[config.mk]
export PLATFORM = sky130hd
export DESIGN_NAME = light_switch_ctrl
export DESIGN_NICKNAME = d
export VERILOG_FILES = /design/src/rtl/light_switch_ctrl.sv
export SDC_FILE = /design/constraint.sdc
export NUM_CORES = 1
export LEC_CHECK = 0
export BUFFER_PORTS_ARGS = -buffer_cell sky130_fd_sc_hd__buf_4
export CORE_MARGIN = 4
export CORE_UTILIZATION = 44
export CTS_CLUSTER_DIAMETER = 100
export DETAILED_ROUTE_END_ITERATION = 10
export PLACE_DENSITY = 0.61
export SLEW_MARGIN = 20
export SYNTH_ARGS = -nofsm -noshare
export SYNTH_HDL_FRONTEND = slang
export SYNTH_SLANG_ARGS = --single-unit
[constraint.sdc]
create_clock -name clk -period 3.1 [get_ports clk]
set_clock_uncertainty 0.05 [all_clocks]
set_input_delay 0.155 -clock clk [delete_from_list [all_inputs] [get_ports clk]]
set_output_delay 0.155 -clock clk [all_outputs]
set_load 0.05 [all_outputs]
[src/rtl/light_switch_ctrl.sv]
// Hood light pushbutton front-end.
// Synchronises and debounces the raw button, classifies each press as short
// or long, and drives the registered light request gated by the hood power
// state. Reset is synchronous and active-high.
module light_switch_ctrl #(
  parameter int DEBOUNCE_CYCLES   = 2000000,
  parameter int LONG_PRESS_CYCLES = 200000000,
  parameter int CNT_W             = 28
) (
  input  logic clk,
  input  logic rst,
  input  logic btn_raw,
  input  logic machine_state,
  output logic light_sw,
  output logic btn_stable,
  output logic press_pulse,
  output logic long_press_pulse
);

  typedef enum logic [1:0] {
    IDLE    = 2'd0,
    PRESSED = 2'd1,
    HELD    = 2'd2
  } state_t;

  localparam logic [CNT_W-1:0] DEB_LAST  = CNT_W'(DEBOUNCE_CYCLES - 1);
  localparam logic [CNT_W-1:0] LONG_LAST = CNT_W'(LONG_PRESS_CYCLES - 1);
  localparam logic [CNT_W-1:0] CNT_MAX   = '1;
  localparam logic [CNT_W-1:0] CNT_ONE   = CNT_W'(1);

  logic             sync_q1;
  logic             btn_sync;
  logic [1:0]       sync_fill;
  logic [CNT_W-1:0] deb_cnt;
  logic             armed;
  logic [CNT_W-1:0] hold_cnt;
  state_t           state_q;
  state_t           state_d;
  logic             short_fire;
  logic             long_fire;
  logic             hold_clr;

  // Two-flop synchroniser; sync_fill marks when btn_sync holds a real sample.
  always_ff @(posedge clk) begin
    // NOTE: sequential state uses non-blocking assignments so every flop
    // samples the pre-edge value of its neighbours (the chain really is two
    // stages deep instead of collapsing into one).
    if (rst) begin
      sync_q1   <= 1'b0;
      btn_sync  <= 1'b0;
      sync_fill <= 2'b00;
    end else begin
      sync_q1   <= btn_raw;
      btn_sync  <= sync_q1;
      sync_fill <= {sync_fill[0], 1'b1};
    end
  end

  // Debounce: accept a new level after DEBOUNCE_CYCLES consecutive differing samples.
  always_ff @(posedge clk) begin
    if (rst) begin
      deb_cnt    <= '0;
      btn_stable <= 1'b0;
    end else if (btn_sync == btn_stable) begin
      deb_cnt <= '0;
    end else if (deb_cnt == DEB_LAST) begin
      btn_stable <= btn_sync;
      deb_cnt    <= '0;
    end else begin
      deb_cnt <= deb_cnt + CNT_ONE;
    end
  end

  // Arm press detection only once the button has been seen released after
  // reset, so a button held through reset is not taken as a new press.
  always_ff @(posedge clk) begin
    if (rst) begin
      armed <= 1'b0;
    end else if (sync_fill[1] && !btn_sync && !btn_stable) begin
      armed <= 1'b1;
    end
  end

  // Press classifier state register.
  always_ff @(posedge clk) begin
    if (rst) begin
      state_q <= IDLE;
    end else begin
      state_q <= state_d;
    end
  end

  // Press classifier next-state and fire decisions.
  always_comb begin
    // NOTE: every output of this block gets a default first, so no path can
    // leave one unassigned and infer a latch.
    state_d    = state_q;
    short_fire = 1'b0;
    long_fire  = 1'b0;
    hold_clr   = 1'b0;
    case (state_q)
      IDLE: begin
        hold_clr = 1'b1;
        if (btn_stable && armed) begin
          state_d = PRESSED;
        end
      end
      PRESSED: begin
        if (!btn_stable) begin
          state_d    = IDLE;
          short_fire = 1'b1;
        end else if (hold_cnt == LONG_LAST) begin
          state_d   = HELD;
          long_fire = 1'b1;
        end
      end
      HELD: begin
        if (!btn_stable) begin
          state_d = IDLE;
        end
      end
      default: begin
        state_d = IDLE;
      end
    endcase
  end

  // Hold counter: cleared while idle, saturating while the button is down.
  always_ff @(posedge clk) begin
    if (rst) begin
      hold_cnt <= '0;
    end else if (hold_clr) begin
      hold_cnt <= '0;
    end else if (hold_cnt != CNT_MAX) begin
      hold_cnt <= hold_cnt + CNT_ONE;
    end
  end

  // One-cycle press strobes, registered from the classifier decisions.
  always_ff @(posedge clk) begin
    if (rst) begin
      press_pulse      <= 1'b0;
      long_press_pulse <= 1'b0;
    end else begin
      press_pulse      <= short_fire;
      long_press_pulse <= long_fire;
    end
  end

  // Light request: power-off and long press force off, short press toggles.
  always_ff @(posedge clk) begin
    if (rst) begin
      light_sw <= 1'b0;
    end else if (!machine_state || long_fire) begin
      light_sw <= 1'b0;
    end else if (short_fire) begin
      light_sw <= ~light_sw;
    end
  end

endmodule

Yosys cells after proc, flatten, opt, wreduce, memory -nomap -nowiden
Cells that the tools add are included.

Logic and storage cells: 50. Input port bits: 4. Bits in registers: 67.

$add $sub $neg: 2. Bitwise logic cells: 2. Reduce and logical (&&, ||, !) cells: 13. Equality and inequality tests: 9. Muxes and demuxes: 12.

Operators by type and width (count): adder 28 x 1 -> 28 bit (second input constant) (2); equality test 28 x 21 -> 1 bit (second input constant) (1); equality test 28 bit (second input constant) (1); != test 28 bit (second input constant) (1); 2-to-1 mux 2 bit (4); 2-to-1 mux 1 bit (7); one-hot mux 2 bit (3 select lines) (1); != test 2 bit (second input constant) (2); OR reduction 2 bit (2); logical AND 1 bit (3); zero test 1 bit (3); != test 3 bit (second input constant) (1); AND reduction 3 bit (1); OR reduction 3 bit (1); equality test 2 x 1 -> 1 bit (second input constant) (1); equality test 2 bit (second input constant) (1); zero test 2 bit (1); inverter 1 bit (2); AND reduction 2 bit (1); equality test 1 bit (1); logical OR 1 bit (1).

Depth between registers and ports, before layout
Gate-level depths: netlist (run 1).

Word-level depth: 6. Depth in mapped cells: 8. Gate-level depth less buffers: 6.

Worst setup path after synthesis (run 1)
Ideal clock, no wire load.

Path type: register to register. From: register hold_cnt[0]. To: register light_sw. Path slack: 1.329 ns. Arrival: 1.577 ns. Period minus slack after synthesis: 1.771 ns. Cell stages (with the launch flop): 8. Library setup time: 0.144 ns. Required time: 2.906 ns. Path through: dfxtp_1 > ha_1 > nand4_1 > or2_1 > buf_2 > or3_4 > a21oi_1 > a21oi_1.

Word-level cells in the longest chain between the ends: 6.

RTL lines: from (decl) (line 36) `logic [CNT_W-1:0] hold_cnt;`; from (signal assigned) (line 135) `hold_cnt <= hold_cnt + CNT_ONE;`; equality test 28 bit (line 112) `end else if (hold_cnt == LONG_LAST) begin`; 2-to-1 mux 1 bit (line 112); 2-to-1 mux 1 bit (line 109) `if (!btn_stable) begin`; 2-to-1 mux 1 bit (line 101) `case (state_q)`; logical OR 1 bit (line 154) `end else if (!machine_state || long_fire) begin`; OR reduction 2 bit (no line); to (signal assigned) (line 157) `light_sw <= ~light_sw;`; to (decl) (line 14) `output logic light_sw,`.

Every way passes these cells. A chain may end at the register's enable or synchronous reset.

Worst setup path after layout (run 1)
From: register hold_cnt[9]. To: register hold_cnt[15].

Word-level cells in the longest chain between the ends: 1.

RTL lines (line): adder 28 x 1 -> 28 bit or != test 28 bit (tied branches) (135, 134).

Parallel ways exist; a longest one is shown, timed or not.

==> impl_metrics.toml, run 1 <==
[critical_path]
critical_path_buf_inv_count = 2
rr_startpoint = "hold_cnt[9]"
cp_top_family = "simple AND/OR/NAND/NOR gates"
start_kind = "flip-flop"
critPathCaptureType = "flip-flop"
r2r_cells = 7
arrival_ps = 2410
startpoint = "hold_cnt[9]"
cp.depth = 7
crit_top_cell = "buf_4"
path_cells = "nand3_1 > nor4_2 > buf_4 > buf_4 > a21oi_2 > a31o_1 > a21oi_1"
critPathMaxStageDelay_ps = 550
critPathKind = "reg2reg"
crit_required_ps = 3320
cp_slowest_cell = "nor4_2"
path_max_fanout = 10

[clocking]
clock-sinks = 67
cts_tree = "yes"
cts-root-buf = "clkbuf_8"
cts_setup_buffers = 0
cts.reportedPaths.clkPinSlew_ps = 70
clk_latency_ps = 350
cts-htree-levels = 3
cts_max_path_buffers = 2
cts_inserted_buffers = 9

[run_status]
outcome = "finished, final reports clean"

[worst_hold_path]
min_from = "machine_state"
holdPathStages = 3
min_path_type = "in2reg"

[timing]
max_freq_ghz = 0.4571
relSlewSlack_pct = 59.56
worst_pin_slew_ps = 601.5
rsz0062_at_grt = "no"
final_max_slew_viol_count = 0
hold_viol_final = 0
fin_crit_ps = 2188
fin_tns_setup_ps = 0
period_share_pct = 70.57
setup_viol = 0

[synthesis]
ys_warn_count = 0
synth_area_um2 = 3048
synth-edff-count = 0
yosysSeqAreaShare_pct = 44.01
synth_nets = 349
synthArstFlopShare_pct = 0
ys_types = 45
syn-instance-count = 343
avgSynthCellArea_um2 = 8.886
ys.flop_type = "dfxtp_1"
synth-seq-cells = 67

[grt]
grt_pass1_wl_um = 10090
grt_pass1_vias = 2244
antenna_found_initial = 0
grt_usage_pct = 14.77
grt-ovfl-total = 0
grt_max_degree = 29

[floorplanning]
fp.dieArea_um2 = 8323
core-area_um2 = 6756
chipWidth_um = 91.23
initial_core_util_pct = 45.11
die_h_um = 91.23
io_pins = 8
rows = 30

[layout]
nets = 362
area_growth_pct = 11.04
n_antenna_cell = 0
fill_cells = 639
drive_gt1_share_pct = 10.53

[power]
irDropWorstVdd_uv = 304.4
power_density_nw_per_um2 = 469.9
p_leak_uw = 0.001089
power_uw = 1590

[place]
hpwl_um = 3893
routabilityCongestion = 0.7850
numPortBuffers = 7

[detailed_routing]
firstDrtPassIters = 4
vias_per_cell = 5.401
wl_per_cell_um = 12.73
drtIter0Drc = 73
drc_errors = 0
ant_nets = 0
wirelength_um = 5612
vias = 2382

[flow_run]
cap_violations = 0
cell families after synthesis:
| family | after synthesis | synth area share (%) |
|---|---|---|
| and+or+nand+nor | 174 | 30.09 |
| DFF | 67 | 44.01 |
| xor gates and xnor gates | 48 | 13.79 |
| AOI/OAI and AO/OA | 33 | 7.677 |
| buffers and inverters | 17 | 2.956 |
| muxes | 2 | 0.6568 |
| adders and majority gates | 2 | 0.8209 |
worst min-delay path, stage by stage:
cell      delay (ps)
buf_4            110
o211ai_1          80
a21oi_1           40
final timing paths:
check / slack [ps] / end
worst max-delay path: 910 / hold_cnt[15]
worst min-delay path: 40 / light_sw
worst max register to register: 910 / hold_cnt[15]
worst min register to register: 390 / btn_sync
cells in the mapped netlist (3+ instances only):
library cell  number  share of area (%)
a211oi_1           6                1.5
a21oi_1           10                1.6
and3_1             8                1.6
and4_1             8                2.3
buf_2              6               0.99
dfxtp_1           67                 44
inv_1              6               0.74
nand2_1           19                2.3
nand2b_1           3               0.62
nand3_1           23                3.8
nand4_1           18                3.7
nor2_1            64                7.9
nor2b_1            3               0.62
nor3_1             5               0.82
nor4_1             7                1.4
o211ai_1           4               0.99
or4_1              3               0.74
xnor2_1           22                6.3
xor2_1            26                7.5
registers in the layout, indices dropped and copies added (netlist names):
name / flops
armed: 1
btn_stable: 1
btn_sync: 1
deb_cnt: 28
hold_cnt: 28
light_sw: 1
long_press_pulse: 1
press_pulse: 1
state_q: 2
sync_fill: 2
sync_q1: 1
per-stage QoR:
step / utilization [%] / hold slack [ps] / std cells / cell area, µm² / setup slack (ps)
after floorplan: - / 176.6 / 343 / 3048 / 1329
after global placement: 46.96 / 325.0 / 423 / 3173 / 926.5
after detailed placement: 46.96 / 327.9 / 423 / 3173 / 884.2
after CTS: 50.09 / 35.09 / 441 / 3385 / 865.8
after global routing: 50.09 / 44.88 / 441 / 3385 / 558.2
final: 50.09 / 44.92 / 441 / 3385 / 912.4
repair_timing:
action	in CTS	in global routing
resized for setup	0	0
setup endpoints to repair	0	0
endpoints found under the hold margin	5	0
hold buffers	2	0
cells in the final DEF, fill, tap and decap left out, types with 2 or more instances in the layout:
cell / n
and4_1: 8
or3_1: 2
a211oi_2: 2
clkinv_2: 4
nor4_1: 6
xor2_1: 26
nor2_1: 64
buf_4: 11
nand4_2: 2
a211oi_1: 6
nand3_1: 23
xnor2_1: 22
clkbuf_8: 9
a21oi_1: 10
o211ai_1: 4
dlygate4sd3_1: 2
dfxtp_1: 67
and2_1: 2
nor2b_1: 3
mux2i_1: 2
and3_1: 8
a31oi_1: 2
nor3_1: 5
inv_1: 6
or4_1: 3
ha_1: 2
nand4_1: 18
nand2b_1: 3
nand2_1: 19
nor4_2: 2
report_power, final:
group	switching (µW)	internal, µW	total (µW)	leakage [µW]
registers	1.85	864	866	0.000541
logic	7.31	7.19	14.5	0.000445
clock network	341	369	710	0.000103
total	350	1240	1590	0.00109
layer usage:
| layer | part of all wire, % | track usage, % | vias to the layer above |
|---|---|---|---|
| li1 | - | - | 1244 |
| met5 | 0 | 0 | - |
| met2 | 48 | 24.28 | 15 |
| met3 | 2.6 | 3.977 | 10 |
| met4 | 1.8 | 6.533 | 0 |
| met1 | 48 | 18.07 | 1113 |
layout make-up:
class	count	area, µm²	area share (%)
clock buffers	9	123.9	3.660
clock inverters	7	67.56	1.996
inverters	6	22.52	0.6654
multi-input cells	259	1627	48.06
flip-flops and latches	67	1341	39.63
well taps	80	100.1	2.957
repair buffers	13	102.6	3.031
Power figures use the tool's default switching activity.
==> run 2, diff against run 1 <==
ABC_AREA = 1   (was default)
PLACE_DENSITY = 0.63   (was 0.61)
clock period = 1.8 ns   (was 3.1 ns; I/O delays follow)
==> impl_metrics.toml, run 2 <==
[synthesis]
synthAdderAreaFrac_pct = 0.6787
yosysSeqAreaShare_pct = 36.38
synthArstFlopShare_pct = 0
synth_mux_area_share_pct = 0
yosys.area_share.simple_pct = 44.49
synth_top_area_share_pct = 36.38
yosys.area_share.xor_xnor_pct = 4.276
ys.flop_type = "dfxtp_1"
yosysMostFrequentCell = "nand2_1"
ys_top_cells_by_count = "nand2_1 (176), nor2_1 (125), inv_1 (68)"
syn-instance-count = 584
avgSynthCellArea_um2 = 6.314
synth_compound_area_share_pct = 5.667
synth_nets = 590
ys_types = 27
synth-edff-count = 0
synth_top_family_by_area = "simple AND/OR/NAND/NOR gates"
synth.area.top_cells = "dfxtp_1 (36%), nand2_1 (18%), nor2_1 (13%), inv_1 (6.9%), nand3_1 (5.6%)"
synth.largest_area_cell = "dfxtp_1"
synth_area_um2 = 3687
ys_warn_count = 0
synth-seq-cells = 67

[timing]
setup_viol = 0
rsz0062_at_grt = "no"
hold_viol_final = 0
fin_ws_ps = 148.6
max_freq_ghz = 0.6056
worst_pin_slew_ps = 534.9
fin_crit_ps = 1651
period_share_pct = 91.74
fin_tns_setup_ps = 0
final_max_slew_viol_count = 0
relSlewSlack_pct = 64.30
hold-worst-slack_ps = 358.5

[worst_hold_path]
min_path_type = "reg2reg"
min_to = "sync_fill[1]"
holdPathStages = 2
min_from = "sync_fill[0]"

[critical_path]
crit_top_cell = "nand2_1"
critPathMaxStageDelay_ps = 420
worst-r2r-setup-slack_ps = 150
cp_top_family = "simple AND/OR/NAND/NOR gates"
arrival_ps = 1820
path_max_fanout = 13
critPathKind = "reg2reg"
cp_slowest_cell = "dfxtp_1"
crit_required_ps = 1970
critical_path_buf_inv_count = 1
start_kind = "flip-flop"
reg2reg_to = "hold_cnt[1]"
critPathCaptureType = "flip-flop"
path_cells = "nand2_1 > nor2_1 > nand2_1 > nor2_4 > nand2_4 > buf_12 > nand2_1 > a21oi_1"
rr_startpoint = "hold_cnt[12]"
r2r_cells = 8

[power]
p_leak_uw = 0.001509
p_clk_share_pct = 46.6
swShare_pct = 24.04
irDropWorstVdd_uv = 359.6
p_sw_uw = 686.0
p_seq_share_pct = 52.2
power_density_nw_per_um2 = 679.1
combPwrFrac_pct = 1.1
p_int_uw = 2167

[place]
place_ws_ps = 184.7
numPortBuffers = 7
routabilityCongestion = 0.9486
hpwl_um = 6775

[floorplanning]
initial_core_util_pct = 45.10
io_pins = 8
rows = 33
chipWidth_um = 99.55
core-area_um2 = 8175
fp.dieArea_um2 = 9909
die_h_um = 99.55

[grt]
grt_pass1_wl_um = 15640
antenna_found_initial = 0
grt_max_degree = 28
grt_usage_pct = 19.60
grt-ovfl-total = 0
grt_pass1_vias = 3538

[layout]
reg_top3 = "deb_cnt: 28 flops, hold_cnt: 28 flops"
n_antenna_cell = 0
layout_common_cells = "nand2_1 (176), nor2_1 (125), inv_1 (68), dfxtp_1 (67), nand3_1 (40)"
nets = 619
layout_commonest_cell = "nand2_1"
area_growth_pct = 13.95
drive_gt1_share_pct = 10.19

[detailed_routing]
vias_per_cell = 4.975
drc_errors = 0
vias = 3597
ant_nets = 0
drtIter0Drc = 165
wl_per_cell_um = 12.22
firstDrtPassIters = 5
wirelength_um = 8836

[clocking]
cts_inserted_buffers = 9
cts_max_path_buffers = 2
clock-sinks = 67
cts_setup_buffers = 0
cts_tree = "yes"
cts.reportedPaths.clkPinSlew_ps = 90
cts-root-buf = "clkbuf_8"
clk_latency_ps = 360
cts-htree-levels = 3

[flow_run]
cap_violations = 0

[run_status]
outcome = "finished, final reports clean"
-- run 2: final cells by class --
cell class | count | area, µm²
fill | 849 | 3974
multi-input combinational | 440 | 2037
sequential | 67 | 1341
inverter | 70 | 262.8
timing repair buffer | 25 | 222.7
tap | 105 | 131.4
clock buffer | 9 | 123.9
clock inverter | 7 | 82.58
-- run 2: logic make-up (layout without fill, tap and decap cells) --
| kind of cell | count (synthesis) | after routing |
|---|---|---|
| compound gates | 37 | 37 |
| flops | 67 | 67 |
| simple gates | 383 | 383 |
| xor+xnor | 18 | 18 |
| buf+inv | 77 | 111 |
| fa+ha+maj | 2 | 2 |
-- run 2: power groups by stage --
stage               sequential [µW]  clock (µW)  combinational, µW
detailed placement             1530           0               26.0
global placement               1530           0               25.3
floorplan                      1520           0               16.5
CTS                            1490        1380               32.9
global route                   1490        1440               37.2
finish                         1490        1330               32.4
-- run 2: worst max-delay path by stage --
stage                            start  slack [ps]     endpoint  cells after the start
after floorplan            hold_cnt[0]         180  hold_cnt[0]                      9
after global placement      deb_cnt[0]         190  deb_cnt[14]                      7
after detailed placement    deb_cnt[0]         180   deb_cnt[9]                      7
after CTS                 hold_cnt[12]         170  hold_cnt[1]                      8
after global routing      hold_cnt[12]          20  hold_cnt[1]                      8
final                     hold_cnt[12]         150  hold_cnt[1]                      8
-- run 2: stage by stage --
step	total power [µW]	std cells	instance area [µm²]	utilization, %
floorplan	1541	584	3687	-
global placement	1551	703	3950	48.32
detailed placement	1552	703	3950	48.32
CTS	2904	723	4197	51.33
global route	2971	723	4202	51.39
finish	2853	723	4202	51.39
-- run 2: per-layer routing --
layer | GRT usage [%] | share of wire, %
met5 | 0 | 0
met4 | 9.979 | 2.7
met3 | 3.647 | 3.5
met2 | 32.54 | 47
met1 | 24.22 | 47
-- run 2: worst register-to-register path, stage by stage, from the launching register on --
cell and delay [ps]:
dfxtp_1 420, nand2_1 100, nor2_1 220, nand2_1 140, nor2_4 130, nand2_4 140
buf_12 190, nand2_1 60, a21oi_1 60
-- run 2: what timing repair did --
action                                  4_1_cts  5_1_grt
hold endpoints to repair                     10        0
endpoints found under the setup margin        0       27
hold buffers                                  4        0
gates resized for setup                       0        1
